`src/rtl/wb_regfile.sv`:
```
// ---------------------------------------------------------------------------
// wb_regfile
//   Pipeline register file with write-back mux, same-cycle write-through
//   bypass on both read ports, a non-bypassed debug read port and a
//   committed-write counter.
//
// Ports
//   Clk           in   rising-edge clock
//   Rst_n         in   asynchronous active-low reset (clears regs + counter)
//   WBRegWrite    in   write-back enable from MEM/WB
//   WBMemtoReg    in   1 = write memory data, 0 = write ALU result
//   WBMemData     in   load data from MEM/WB
//   WBALUResult   in   ALU result from MEM/WB
//   WBRegisterRd  in   destination register index
//   ReadReg1/2    in   ID-stage source indices (rs / rt)
//   ReadData1/2   out  source operands, bypassed from write-back
//   WBWriteData   out  selected write-back value (also feeds EX forwarding)
//   DbgAddr       in   debug read index
//   DbgData       out  committed register contents, no bypass
//   WriteCount    out  number of committed register writes (wraps)
// ---------------------------------------------------------------------------
module wb_regfile #(
  parameter int DATA_W = 32,
  parameter int ADDR_W = 5
) (
  input  logic              Clk,
  input  logic              Rst_n,
  input  logic              WBRegWrite,
  input  logic              WBMemtoReg,
  input  logic [DATA_W-1:0] WBMemData,
  input  logic [DATA_W-1:0] WBALUResult,
  input  logic [ADDR_W-1:0] WBRegisterRd,
  input  logic [ADDR_W-1:0] ReadReg1,
  input  logic [ADDR_W-1:0] ReadReg2,
  output logic [DATA_W-1:0] ReadData1,
  output logic [DATA_W-1:0] ReadData2,
  output logic [DATA_W-1:0] WBWriteData,
  input  logic [ADDR_W-1:0] DbgAddr,
  output logic [DATA_W-1:0] DbgData,
  output logic [31:0]       WriteCount
);

  localparam int NREG = 1 << ADDR_W;

  logic              w_wr_en;
  logic              w_bypass_en;
  logic [DATA_W-1:0] w_reg_val [NREG];
  logic [31:0]       r_write_count;

  // Write-back mux stays live during reset so the EX forwarding path is
  // never disturbed by the register file's reset state.
  assign WBWriteData = WBMemtoReg ? WBMemData : WBALUResult;

  // Index 0 is hard-wired zero, so a write to it is neither stored nor counted.
  assign w_wr_en = WBRegWrite && (WBRegisterRd != '0);

  // The bypass is gated by reset so all read ports show zero while Rst_n=0.
  assign w_bypass_en = w_wr_en && Rst_n;

  // One storage element per register; element 0 has no storage at all.
  genvar gi;
  generate
    for (gi = 0; gi < NREG; gi++) begin : g_reg
      if (gi == 0) begin : g_zero
        assign w_reg_val[gi] = '0;
      end else begin : g_store
        logic [DATA_W-1:0] r_data;

        always_ff @(posedge Clk or negedge Rst_n) begin
          if (!Rst_n) begin
            r_data <= '0;
          end else if (w_wr_en && (WBRegisterRd == ADDR_W'(gi))) begin
            r_data <= WBWriteData;
          end
        end

        assign w_reg_val[gi] = r_data;
      end
    end
  endgenerate

  // Read ports: index 0 reads zero, a matching in-flight write is forwarded,
  // otherwise the stored value is returned. Both ports use identical logic,
  // so rs == rt always yields the same value on both.
  assign ReadData1 = (ReadReg1 == '0) ? '0 :
                     (w_bypass_en && (ReadReg1 == WBRegisterRd)) ? WBWriteData :
                     w_reg_val[ReadReg1];

  assign ReadData2 = (ReadReg2 == '0) ? '0 :
                     (w_bypass_en && (ReadReg2 == WBRegisterRd)) ? WBWriteData :
                     w_reg_val[ReadReg2];

  // Debug port shows committed state only.
  assign DbgData = w_reg_val[DbgAddr];

  // Counter wraps naturally at 2**32.
  always_ff @(posedge Clk or negedge Rst_n) begin
    if (!Rst_n) begin
      r_write_count <= '0;
    end else if (w_wr_en) begin
      r_write_count <= r_write_count + 32'd1;
    end
  end

  assign WriteCount = r_write_count;

endmodule

```
`config.mk`:
```
export PLATFORM = sky130hd
export DESIGN_NAME = wb_regfile
export DESIGN_NICKNAME = d
export VERILOG_FILES = /design/src/rtl/wb_regfile.sv
export SDC_FILE = /design/constraint.sdc
export NUM_CORES = 2
export LEC_CHECK = 0
export CAP_MARGIN = 20
export CORE_ASPECT_RATIO = 1.25
export CORE_MARGIN = 4
export CORE_UTILIZATION = 49
export CTS_BUF_LIST = sky130_fd_sc_hd__clkbuf_2
export CTS_CLUSTER_SIZE = 24
export DETAILED_ROUTE_END_ITERATION = 7
export GPL_TIMING_DRIVEN = 1
export HOLD_SLACK_MARGIN = 0.1
export PLACE_DENSITY = 0.75
export SETUP_SLACK_MARGIN = 0.2
export SLEW_MARGIN = 20
export SYNTH_ARGS = -nofsm -noshare
export SYNTH_HDL_FRONTEND = slang
export SYNTH_SLANG_ARGS = --single-unit
```
`constraint.sdc`:
```
create_clock -name Clk -period 3.6 [get_ports Clk]
set_clock_uncertainty 0.15 [all_clocks]
set_input_delay 0.72 -clock Clk [delete_from_list [all_inputs] [get_ports Clk]]
set_output_delay 0.72 -clock Clk [all_outputs]
set_load 0.01 [all_outputs]
```
==> impl_metrics.json <==
{
  "required_ps": 2730,
  "cts_buffers": 276,
  "powerDensity_nw_per_um2": 496,
  "final_antenna_net_count": 0,
  "cp-end-kind": "output port",
  "dpl.hpwl_um": 148000,
  "place_area_um2": 70100,
  "whs_ps": 207,
  "final_cell_mix": "1021 x dfrtp_1, 721 x mux4_2, 587 x a21oi_1, 561 x nor2_1, 541 x buf_4",
  "ys_warn_count": 0,
  "grt_antenna_before_repair": 10,
  "h-tree-depth": 5,
  "grt_max_degree": 178,
  "grt-ovfl-total": 0,
  "yosysSeqAreaShare_pct": 42.1,
  "outcome": "finished with violations",
  "avgSynthCellArea_um2": 11.4,
  "core_um2": 123000,
  "synthCells": 5357,
  "tritoncts": "built",
  "routed_wl_um": 235000,
  "r2r_setup_slack_ps": 1520,
  "finalCriticalPeriod_ps": 4540,
  "drt-initial-drc-count": 7963,
  "globalplace.congestion": 0.943,
  "cts_buffer_depth": 4,
  "die-area_um2": 130000,
  "synth_nets": 5446,
  "nets": 6188,
  "maxCapViolations": 0,
  "clock-sinks": 1024,
  "drv_slew": 0,
  "die_h_um": 402,
  "syn2layout_area_growth_pct": 24.1,
  "crit_start": "g_reg[17].g_store.r_data[29]",
  "worst_pin_slew_ps": 1180,
  "hold_path_class": "input pin to register",
  "setup_viol": 96,
  "setup_ws_ps": -939,
  "synth_edf_count": 0,
  "hold_viol": 0,
  "die_x_um": 323,
  "ioPinCount": 248,
  "holdPathStages": 6,
  "grt_pass1_vias": 55200,
  "timing.final.crit_share_pct": 126,
  "worstSetupStartpointType": "register",
  "path_class": "register to output port",
  "r2r-start": "WriteCount[10]",
  "num_vias": 54500,
  "setup.worst_path.end": "ReadData2[29]",
  "rsz0062_at_grt": "yes",
  "clockRootBuffer": "clkbuf_2",
  "layout_commonest_cell": "dfrtp_1",
  "drive_gt1_share_pct": 38.6,
  "drc": 0,
  "postSynth.asyncResetShare_pct": 100,
  "post_drt_wl_per_cell_um": 29.9,
  "core.rowCount": 144,
  "synth-main-ff-cell": "dfrtp_1",
  "clk-insertion-delay-late_ps": 1680,
  "netlist_area_um2": 60900,
  "drt_first_pass_iters": 8,
  "leakagePower_nw": 32.1,
  "ir_drop_mv": 0.381,
  "ys_ff_latch": 1024,
  "r2r-end": "WriteCount[27]",
  "maxSlewHeadroom_pct": 21.2,
  "violations": "negative setup slack",
  "clock.fmax_mhz": 220,
  "crit_fanout": 4,
  "grt_pass1_wl_um": 350000,
  "portBuffers": 247,
  "viasPerCell": 6.92,
  "hold_path_startpoint": "WBRegisterRd[3]",
  "fin_area_um2": 75600,
  "crit_arrival_ps": 3670,
  "grt_use_total_pct": 36.2,
  "start_util_pct": 49.3,
  "synth_cell_types": 50,
  "r2r_cells": 6,
  "clkTransAtPathRegs_ps": 120
}
[cell usage after synthesis (all sizes together), types with 24 or more instances]
cell       n  area (µm²)
dfrtp   1024       25600
mux4     721       16200
a21oi    625        3130
nor2     575        2160
nand2    495        1860
o21ai    467        2340
clkbuf   423        1590
buf      172         888
a22oi    124         931
mux2     119        1340
mux2i    113        1130
a22o      71         622
a221oi    62         543
nor2b     60         375
xnor2     36         315
inv       35         131
a211oi    32         240
o31ai     30         225
nor3      24         135
[what timing repair did]
item | 4_1_cts | 5_1_grt
pin swaps | 138 | 86
hold buffers | 55 | 0
setup buffers | 119 | 35
resized for setup | 740 | 120
hold endpoints to repair | 1830 | 0
setup endpoints to repair | 130 | 105
[logic make-up after synthesis]
| family | Yosys count | share of synthesized area, % |
|---|---|---|
| flops | 1024 | 42.1 |
| buf+inv | 630 | 4.28 |
| compound gates | 1453 | 13.8 |
| mux | 953 | 30.7 |
| simple gates | 1255 | 8.50 |
| fa+ha+maj | 1 | 0.0206 |
| xor+xnor | 41 | 0.590 |
[flip-flops by register name (all words and copies together), names as in the netlist]
name,count
g.g_store.r_data,992
WriteCount,32
[where the power goes]
| part | switching [W] | internal (W) |
|---|---|---|
| logic | 0.00570 | 0.00722 |
| registers | 0.00253 | 0.0140 |
| clock network | 0.00513 | 0.00293 |
[how the worst min path moves through the flow]
stage / to / slack [ps]
finish: WriteCount[2] / 210
global route: WriteCount[2] / 150
CTS: g_reg[1].g_store.r_data[24] / 120
detailed placement: WriteCount[29] / 330
global placement: WriteCount[31] / 330
floorplan: WriteCount[0] / 270
[worst max-delay path, cell delays in order, from the launching register on]
cell      delay (ps)
dfrtp_1          430
mux4_2           470
a22oi_2          260
o31ai_2          120
buf_4            150
a211oi_4         310
a21oi_2           60
buf_2            160
[through the flow]
| step | util, % | setup WS, ps | setup TNS [ps] | instances | power, W |
|---|---|---|---|---|---|
| 2_1_floorplan | - | 188 | 0 | 5357 | 0.0235 |
| 3_3_place_gp | 56.8 | -1050 | -69720 | 7217 | 0.0275 |
| 3_5_place_dp | 56.8 | -993 | -68630 | 7217 | 0.0281 |
| 4_1_cts | 60.5 | -1100 | -88480 | 7832 | 0.0368 |
| 5_1_grt | 61.2 | -1000 | -84960 | 7872 | 0.0393 |
| 6_report | 61.2 | -939 | -73600 | 7877 | 0.0375 |
[per-layer routing]
layer / global-route usage (%) / part of all wire [%]
met5: 0.603 / 0.034
met2: 51.8 / 43
met4: 25.2 / 9.1
met3: 13.7 / 16
met1: 45.4 / 32
[final cells by class]
class                           count  area [µm²]
Fill cell                        9094       47900
Antenna cell                        9        22.5
Multi-Input combinational cell   3703       34700
Timing Repair Buffer             1059       10800
Inverter                           35         133
Clock buffer                      362        1810
Clock inverter                     79         400
Tap cell                         1606        2010
Sequential cell                  1024       25600
Note: power is estimated with default switching activity, not from simulation.
